==> src/rtl/panel_input_if.sv <==
// Front-panel bundle: raw switches/buttons in, conditioned control signals out.
interface panel_input_if #(
    parameter int unsigned N_KEYS = 7
);
    logic [2:0]        sw_mode;
    logic [1:0]        sw_pitch;
    logic [1:0]        sw_user;
    logic [N_KEYS-1:0] btn_key;
    logic              btn_pause;
    logic              btn_next;
    logic              btn_prev;

    logic [2:0]        mode;
    logic [1:0]        pitch;
    logic [1:0]        user;
    logic [N_KEYS-1:0] key;
    logic [N_KEYS-1:0] key_press;
    logic [1:0]        song_num;
    logic              pause;

    modport master (
        output sw_mode, sw_pitch, sw_user, btn_key, btn_pause, btn_next, btn_prev,
        input  mode, pitch, user, key, key_press, song_num, pause
    );

    modport slave (
        input  sw_mode, sw_pitch, sw_user, btn_key, btn_pause, btn_next, btn_prev,
        output mode, pitch, user, key, key_press, song_num, pause
    );
endinterface

==> src/rtl/panel_input.sv <==
// Front-panel input conditioner: 2-FF sync and per-bit debounce of every input,
// mode legalisation, and button edge detection driving song selection and pause.
module panel_input #(
    parameter int unsigned DB_CYCLES = 2_000_000,
    parameter int unsigned N_KEYS    = 7
) (
    input logic          clk,
    input logic          rst,
    panel_input_if.slave pif
);
    localparam int unsigned NIn    = N_KEYS + 10;
    localparam int unsigned NEdge  = N_KEYS + 3;
    localparam int unsigned IdxBtn = 7;
    localparam int unsigned CntW   = $clog2(DB_CYCLES + 1);
    localparam logic [CntW-1:0] CntMax = CntW'(DB_CYCLES - 1);

    localparam logic [2:0] ModeIdle  = 3'b000;
    localparam logic [2:0] ModeFree  = 3'b001;
    localparam logic [2:0] ModeAuto  = 3'b011;
    localparam logic [2:0] ModeLearn = 3'b111;

    // Bit map: [2:0] mode, [4:3] pitch, [6:5] user, then keys, pause, next, prev.
    logic [NIn-1:0]  raw, s1_q, s2_q, stable_q, stable_d;
    logic [CntW-1:0] cnt_q [NIn];
    logic [CntW-1:0] cnt_d [NIn];

    assign raw = {pif.btn_prev, pif.btn_next, pif.btn_pause, pif.btn_key,
                  pif.sw_user, pif.sw_pitch, pif.sw_mode};

    always_comb begin
        stable_d = stable_q;
        for (int i = 0; i < int'(NIn); i++) begin
            cnt_d[i] = '0;
            if (s2_q[i] != stable_q[i]) begin
                if (cnt_q[i] == CntMax) begin
                    stable_d[i] = s2_q[i];
                end else begin
                    cnt_d[i] = cnt_q[i] + CntW'(1);
                end
            end
        end
    end

    // Edge inputs stay disarmed after reset until their synchronised level has
    // been seen low, so a button held through reset never fires a pulse.
    logic [NEdge-1:0] btn_stb, btn_dly_q, armed_q, armed_d, rise;
    logic [1:0]       warm_q, warm_d;
    logic             warm;

    assign btn_stb = stable_q[IdxBtn +: NEdge];
    assign warm    = (warm_q == 2'd2);
    assign warm_d  = warm ? warm_q : warm_q + 2'd1;
    assign armed_d = armed_q | ({NEdge{warm}} & ~s2_q[IdxBtn +: NEdge] & ~btn_stb);
    assign rise    = btn_stb & ~btn_dly_q & armed_q;

    logic [2:0]        mode_q, mode_prev_q, mode_legal;
    logic [1:0]        pitch_q, pitch_d, user_q, song_q, song_d;
    logic [N_KEYS-1:0] key_q, key_press_q;
    logic              pause_q, pause_d, mode_chg, nxt, prv, pse;

    always_comb begin
        mode_legal = ModeIdle;
        unique case (stable_q[2:0])
            ModeIdle, ModeFree, ModeAuto, ModeLearn: mode_legal = stable_q[2:0];
            default:                                 mode_legal = ModeIdle;
        endcase
    end

    assign pitch_d  = (stable_q[4:3] == 2'b11) ? 2'b00 : stable_q[4:3];
    assign mode_chg = (mode_q != mode_prev_q);
    assign pse      = rise[N_KEYS];
    assign nxt      = rise[N_KEYS+1];
    assign prv      = rise[N_KEYS+2];

    always_comb begin
        song_d  = song_q;
        pause_d = pause_q;
        if (mode_chg) begin
            song_d  = '0;
            pause_d = 1'b0;
        end else begin
            if (mode_q == ModeAuto || mode_q == ModeLearn) begin
                if (nxt && !prv) begin
                    song_d = song_q + 2'd1;
                end else if (prv && !nxt) begin
                    song_d = song_q - 2'd1;
                end
            end
            pause_d = (mode_q == ModeAuto) ? (pause_q ^ pse) : 1'b0;
        end
    end

    always_ff @(posedge clk or posedge rst) begin
        if (rst) begin
            s1_q        <= '0;
            s2_q        <= '0;
            stable_q    <= '0;
            for (int i = 0; i < int'(NIn); i++) cnt_q[i] <= '0;
            warm_q      <= '0;
            armed_q     <= '0;
            btn_dly_q   <= '0;
            mode_q      <= '0;
            mode_prev_q <= '0;
            pitch_q     <= '0;
            user_q      <= '0;
            key_q       <= '0;
            key_press_q <= '0;
            song_q      <= '0;
            pause_q     <= '0;
        end else begin
            s1_q        <= raw;
            s2_q        <= s1_q;
            stable_q    <= stable_d;
            for (int i = 0; i < int'(NIn); i++) cnt_q[i] <= cnt_d[i];
            warm_q      <= warm_d;
            armed_q     <= armed_d;
            btn_dly_q   <= btn_stb;
            mode_q      <= mode_legal;
            mode_prev_q <= mode_q;
            pitch_q     <= pitch_d;
            user_q      <= stable_q[6:5];
            key_q       <= btn_stb[N_KEYS-1:0];
            key_press_q <= rise[N_KEYS-1:0];
            song_q      <= song_d;
            pause_q     <= pause_d;
        end
    end

    assign pif.mode      = mode_q;
    assign pif.pitch     = pitch_q;
    assign pif.user      = user_q;
    assign pif.key       = key_q;
    assign pif.key_press = key_press_q;
    assign pif.song_num  = song_q;
    assign pif.pause     = pause_q;
endmodule

==> src/flat_wrapper.sv <==
// flat-port wrapper written by rule: the top's interface ports become plain ports
module panel_input_flat 
#(
    parameter int unsigned DB_CYCLES = 2_000_000,
    parameter int unsigned N_KEYS    = 7
)
  (clk, rst, pif_sw_mode, pif_sw_pitch, pif_sw_user, pif_btn_key, pif_btn_pause, pif_btn_next, pif_btn_prev, pif_mode, pif_pitch, pif_user, pif_key, pif_key_press, pif_song_num, pif_pause);
  panel_input_if #(.N_KEYS(N_KEYS)) pif_i ();
  input logic clk;
  input logic rst;
  input wire logic [$bits(pif_i.sw_mode)-1:0] pif_sw_mode;
  input wire logic [$bits(pif_i.sw_pitch)-1:0] pif_sw_pitch;
  input wire logic [$bits(pif_i.sw_user)-1:0] pif_sw_user;
  input wire logic [$bits(pif_i.btn_key)-1:0] pif_btn_key;
  input wire logic [$bits(pif_i.btn_pause)-1:0] pif_btn_pause;
  input wire logic [$bits(pif_i.btn_next)-1:0] pif_btn_next;
  input wire logic [$bits(pif_i.btn_prev)-1:0] pif_btn_prev;
  output wire logic [$bits(pif_i.mode)-1:0] pif_mode;
  output wire logic [$bits(pif_i.pitch)-1:0] pif_pitch;
  output wire logic [$bits(pif_i.user)-1:0] pif_user;
  output wire logic [$bits(pif_i.key)-1:0] pif_key;
  output wire logic [$bits(pif_i.key_press)-1:0] pif_key_press;
  output wire logic [$bits(pif_i.song_num)-1:0] pif_song_num;
  output wire logic [$bits(pif_i.pause)-1:0] pif_pause;
  assign pif_i.sw_mode = pif_sw_mode;
  assign pif_i.sw_pitch = pif_sw_pitch;
  assign pif_i.sw_user = pif_sw_user;
  assign pif_i.btn_key = pif_btn_key;
  assign pif_i.btn_pause = pif_btn_pause;
  assign pif_i.btn_next = pif_btn_next;
  assign pif_i.btn_prev = pif_btn_prev;
  assign pif_mode = pif_i.mode;
  assign pif_pitch = pif_i.pitch;
  assign pif_user = pif_i.user;
  assign pif_key = pif_i.key;
  assign pif_key_press = pif_i.key_press;
  assign pif_song_num = pif_i.song_num;
  assign pif_pause = pif_i.pause;
  panel_input #(.DB_CYCLES(DB_CYCLES), .N_KEYS(N_KEYS)) u_core (.clk(clk), .rst(rst), .pif(pif_i));
endmodule
==> config.mk <==
export PLATFORM = sky130hd
export DESIGN_NAME = panel_input_flat
export DESIGN_NICKNAME = d
export VERILOG_FILES = /design/src/rtl/panel_input_if.sv /design/src/rtl/panel_input.sv /design/src/flat_wrapper.sv
export SDC_FILE = /design/constraint.sdc
export NUM_CORES = 1
export LEC_CHECK = 0
export CORE_ASPECT_RATIO = 1.25
export CORE_MARGIN = 8
export CORE_UTILIZATION = 40
export DETAILED_ROUTE_END_ITERATION = 12
export MAX_ROUTING_LAYER = met4
export PLACE_DENSITY = 0.56
export SLEW_MARGIN = 20
export SYNTH_ARGS = -nofsm -noshare
export SYNTH_HDL_FRONTEND = slang
export SYNTH_SLANG_ARGS = --single-unit
==> constraint.sdc <==
create_clock -name clk -period 44.2 [get_ports clk]
set_input_delay 8.84 -clock clk [delete_from_list [all_inputs] [get_ports clk]]
set_output_delay 8.84 -clock clk [all_outputs]
set_load 0.01 [all_outputs]
## Word-level counts from Yosys, hierarchy flattened

Index checks and enable logic that the tools add are counted.

| word-level totals | value |
|---|---|
| flip-flop bits (word level) | 457 |
| input port bits | 19 |
| word-level logic and storage cells | 187 |

| operators by class | value |
|---|---|
| $add $sub $neg | 20 |
| equal/unequal tests | 42 |
| multiplexer cells | 42 |
| bitwise logic cells | 9 |
| reductions and logical operators | 27 |

Operators with widths:

| kind | count |
|---|---|
| two-way mux 21 bit | 34 |
| adder 21 x 1 -> 21 bit (second input constant) | 17 |
| == test 21 bit (second input constant) | 17 |
| bitwise AND 10 bit | 4 |
| AND reduction 2 bit | 18 |
| NOT 10 bit | 3 |
| inequality test 1 bit | 17 |
| two-way mux 2 bit | 5 |
| OR 10 bit | 1 |
| == test 3 x 2 -> 1 bit (second input constant) | 2 |
| == test 3 bit (second input constant) | 2 |
| adder 2 x 1 -> 2 bit (second input constant) | 2 |
| == test 2 bit (second input constant) | 2 |
| OR reduction 4 bit | 1 |
| == test 3 x 1 -> 1 bit (second input constant) | 1 |
| logical NOT 3 bit | 1 |
| two-way mux 3 bit | 1 |
| inequality test 3 bit | 1 |
| nonzero test 3 bit | 1 |
| logical AND 1 bit | 2 |
| logical NOT 1 bit | 2 |
| two-way mux 1 bit | 2 |
| nonzero test 2 bit | 1 |
| subtractor 2 x 1 -> 2 bit (second input constant) | 1 |
| other kinds (2) | 2 |

## Depth between registers and ports, before layout

| depth | value |
|---|---|
| depth after elaboration | 9 |
| mapped depth | 7 |

## Least setup slack after synthesis

OpenSTA, ideal clock, no wires.

| timing path | value |
|---|---|
| kind | register to output |
| start point | reg, netlist name u_core.btn_dly_q[0] |
| end point | out pif_key[0] |
| arrival | 0.486 ns |
| required time | 35.360 ns |
| setup slack | 34.874 ns |
| stages on the path, launching flop included | 2 |
| cell sequence | dfrtp_1 buf_4 |

RTL lines:

| what | RTL line | RTL |
|---|---|---|
| end, declared | flat_wrapper.sv:21 | `output wire logic [$bits(pif_i.key)-1:0] pif_key;` |

==> results_dict.tcl <==
set metrics [dict create \
    num_antenna_cells 0 \
    layout.cells.most_common "sky130_fd_sc_hd__dfrtp_1" \
    postSynthRegisterBits 450 \
    sequential_power_share_pct 48.8 \
    io-pin-count 43 \
    layout-drive-gt1-share_pct 6.94 \
    nNetsFinal 2190 \
    power.share.clock_pct 48.3 \
    timing.final.ws_setup_ps 33790 \
    post-place-cells 2774 \
    globalplace.congestion 0.784 \
    core.rowCount 94 \
    total_power_w 0.000866 \
    maxCapViolCount 0 \
    root_buffer "sky130_fd_sc_hd__clkbuf_16" \
    clock.fmax_mhz 96.1 \
    netlist.area_leader.share_pct 53.5 \
    ctsResizeCount 0 \
    floorplan.die.height_um 272 \
    tritoncts "built" \
    p_leak_nw 9.49 \
    worstHoldPathType "flip-flop to flip-flop" \
    post_synth_main_area_contributors "sky130_fd_sc_hd__dfrtp_1 (54%), sky130_fd_sc_hd__xnor2_1 (5.4%), sky130_fd_sc_hd__nor2_1 (5.1%), sky130_fd_sc_hd__xor2_1 (4.0%), sky130_fd_sc_hd__nand3_1 (2.9%)" \
    slew-limit-headroom_pct 34.1 \
    numCtsBuffers 48 \
    maxSlewViolCount 0 \
    worstPathRequired_ps 44860 \
    run_status "finished clean" \
    layout_common_cells "sky130_fd_sc_hd__dfrtp_1 (450), sky130_fd_sc_hd__nor2_1 (285), sky130_fd_sc_hd__nand2_1 (133)" \
    clkLatencyLatePin_ps 590 \
    post_cts_buffers 0 \
    io_buffer_count 42 \
    drt-total-wl_um 41300 \
    detail_route.iter0.violations 771 \
    synth_area_leader_cell "sky130_fd_sc_hd__dfrtp_1" \
    final_antenna_net_count 0 \
    finalWorstPathRequiredPeriod_ps 10410 \
    final.fill_count 4940 \
    irDropWorstVdd_uv 30.0 \
    global_route.usage.total_pct 14.2 \
    async_reset_ff_share_pct 100 \
    synthesis.area_per_instance_um2 9.99 \
    critical_path.max_fanout 125 \
    final.setup_skew_ps 22.3 \
    setup_tns_ps 0 \
    fin_cells 2863 \
    synth-edff-count 0 \
    count_of_unique_library_cells_instantiated_by_yosys 53 \
    die-width_um 221 \
    ys.flop_type "sky130_fd_sc_hd__dfrtp_1" \
    min_period_over_period_pct 23.5 \
    grt.overflow.total 0 \
    netlist_instances 2107 \
    first_global_vias 15500 \
    clk_pin_slew_ps 60 \
    wl_cell_um 14.4 \
    end_kind "asynchronous set/reset pin" \
    initial_antenna_violation_count 1 \
    clock_path_buffers 3 \
    finalSetupViolCount 0 \
    area_growth_pct 13.4 \
    rsz_0062_raised_after_global_routing "false" \
    worst_pin_slew_ps 988 \
    power.density_cell_area_mw_per_mm2 36.3 \
    worst-endpoint-arrival_ps 11070 \
    floorplan.die_area_mm2 0.0603 \
    floorplan.core_area_mm2 0.0523 \
    synthesis.nets 2144 \
    holdWs_ps 346 \
    routed_via_density 5.36 \
    detailed_place_hpwl_um 27200 \
    sw_frac_of_total_pct 22.1 \
    power.share.combinational_pct 2.9 \
    p_int_w 0.000674 \
    startpoint_type "primary input" \
    initial_util_pct 40.2 \
    first_pass_grt_wire_length_um 72700 \
    synth_sequential_area_ratio_pct 53.5 \
    via_count 15300 \
    netSwitchingPower_w 0.000191 \
    worstSetupPathType "primary input to asynchronous set/reset pin" \
    pin_count_of_the_biggest_net_entering_global_routing 193 \
    synthesis.area_mm2 0.0210 \
    finalHoldViolCount 0 \
    cts.sinks 450 \
    detailedRoute.firstPassIterationCount 5 \
    htree_levels 2 \
    drc 0 \
    detailedPlace.worstSlack_ps 33020 \
    yosys_warnings 0 \
    postCtsHoldBufs 0 \
]
[cell type report]
cell class	count	area [um^2]	share of cell area (%)
tap	672	841	3.52
timing repair buffer	60	592	2.48
clock inverter	31	358	1.50
clock buffer	57	1290	5.39
multi-input combinational	1531	9290	38.9
sequential	450	11300	47.2
inverter	62	240	1.01
[final timing paths]
path                                    start             endpoint  slack (ps)  depth (start not counted)
setup / recovery                          rst    u_core.cnt_q[132]       33790                          4
min in group asynchronous                 rst  u_core.btn_dly_q[6]        8850                          2
setup reg to reg             u_core.cnt_q[93]     u_core.cnt_q[97]       41570                          5
max in group clk           u_core.pif.mode[2]          pif_mode[2]       33790                          1
hold reg to reg                u_core.s1_q[6]       u_core.s2_q[6]         350                          0
hold / removal                 u_core.s1_q[6]       u_core.s2_q[6]         350                          0
[Yosys cell counts, types with 2 or more instances]
master and instances:
sky130_fd_sc_hd__o41ai_1 3, sky130_fd_sc_hd__nor3_1 44, sky130_fd_sc_hd__nor4bb_1 2, sky130_fd_sc_hd__a31o_2 3, sky130_fd_sc_hd__and3_1 29, sky130_fd_sc_hd__or2_2 9, sky130_fd_sc_hd__nand2b_1 4, sky130_fd_sc_hd__buf_2 10
sky130_fd_sc_hd__ha_1 18, sky130_fd_sc_hd__inv_1 62, sky130_fd_sc_hd__or4b_2 3, sky130_fd_sc_hd__nand4_2 5, sky130_fd_sc_hd__and3b_1 2, sky130_fd_sc_hd__nor2b_1 3, sky130_fd_sc_hd__o31ai_1 40, sky130_fd_sc_hd__o21bai_1 5
sky130_fd_sc_hd__and4_1 38, sky130_fd_sc_hd__o31ai_2 3, sky130_fd_sc_hd__and2_1 21, sky130_fd_sc_hd__or4b_1 3, sky130_fd_sc_hd__or3_1 85, sky130_fd_sc_hd__nor4b_1 13, sky130_fd_sc_hd__o21ai_0 80, sky130_fd_sc_hd__xnor2_1 129
sky130_fd_sc_hd__or4_1 57, sky130_fd_sc_hd__nand4_1 89, sky130_fd_sc_hd__nand3b_1 3, sky130_fd_sc_hd__mux2_2 18, sky130_fd_sc_hd__a21o_1 10, sky130_fd_sc_hd__buf_4 7, sky130_fd_sc_hd__a21boi_0 4, sky130_fd_sc_hd__buf_1 3
sky130_fd_sc_hd__a21oi_1 119, sky130_fd_sc_hd__nand3_1 123, sky130_fd_sc_hd__clkbuf_1 44, sky130_fd_sc_hd__dfrtp_1 450, sky130_fd_sc_hd__nor4_1 36, sky130_fd_sc_hd__nor2_1 285, sky130_fd_sc_hd__xor2_1 96, sky130_fd_sc_hd__nand4b_1 4
sky130_fd_sc_hd__nand2_1 133
[sequential cells by signal, summed over array words and instances, names as in the netlist, 3 cells and up]
| signal | flops |
|---|---|
| u_core.armed_q | 10 |
| u_core.btn_dly_q | 10 |
| u_core.cnt_q | 357 |
| u_core.mode_prev_q | 3 |
| u_core.pif.key_press | 7 |
| u_core.pif.mode | 3 |
| u_core.s1_q | 17 |
| u_core.s2_q | 17 |
| u_core.stable_q | 17 |
[routing by layer]
layer	up-vias	wire length, um	global-route usage [%]
met3	69	1260	2.49
li1	7574	-	-
met1	7558	18700	16.9
met2	144	20400	24.6
met5	-	0	-
met4	0	935	4.43
[cell families (layout without fill, tap and decap cells)]
kind of cell    after synthesis  count (layout)  share of synthesized area [%]
simple gates                998             998                           25.1
flops                       450             450                           53.5
compound gates              272             272                           7.54
xor+xnor                    225             225                           9.36
buf+inv                     126             210                           2.43
fa+ha+maj                    18              18                           1.07
mux                          18              18                          0.963
[critical path, stage by stage]
cell	delay [ps]
sky130_fd_sc_hd__clkdlybuf4s50_1	490
sky130_fd_sc_hd__inv_8	620
sky130_fd_sc_hd__buf_12	400
sky130_fd_sc_hd__buf_16	480
[power by group through the flow]
stage                     clock network (W)  logic [W]  registers, W
after CTS                          0.000436  0.0000256      0.000423
after global routing               0.000451  0.0000292      0.000423
after floorplan                           0  0.0000176      0.000429
after detailed placement                  0  0.0000255      0.000430
final                              0.000418  0.0000248      0.000423
after global placement                    0  0.0000251      0.000430
[stage by stage]
stage	cell area [um^2]	utilization, %
final	23900	45.6
after global routing	23900	45.6
after CTS	23800	45.6
after detailed placement	22200	42.4
after global placement	22200	42.4
after floorplan	21000	-
No activity file was read; power rests on OpenSTA's default activity.
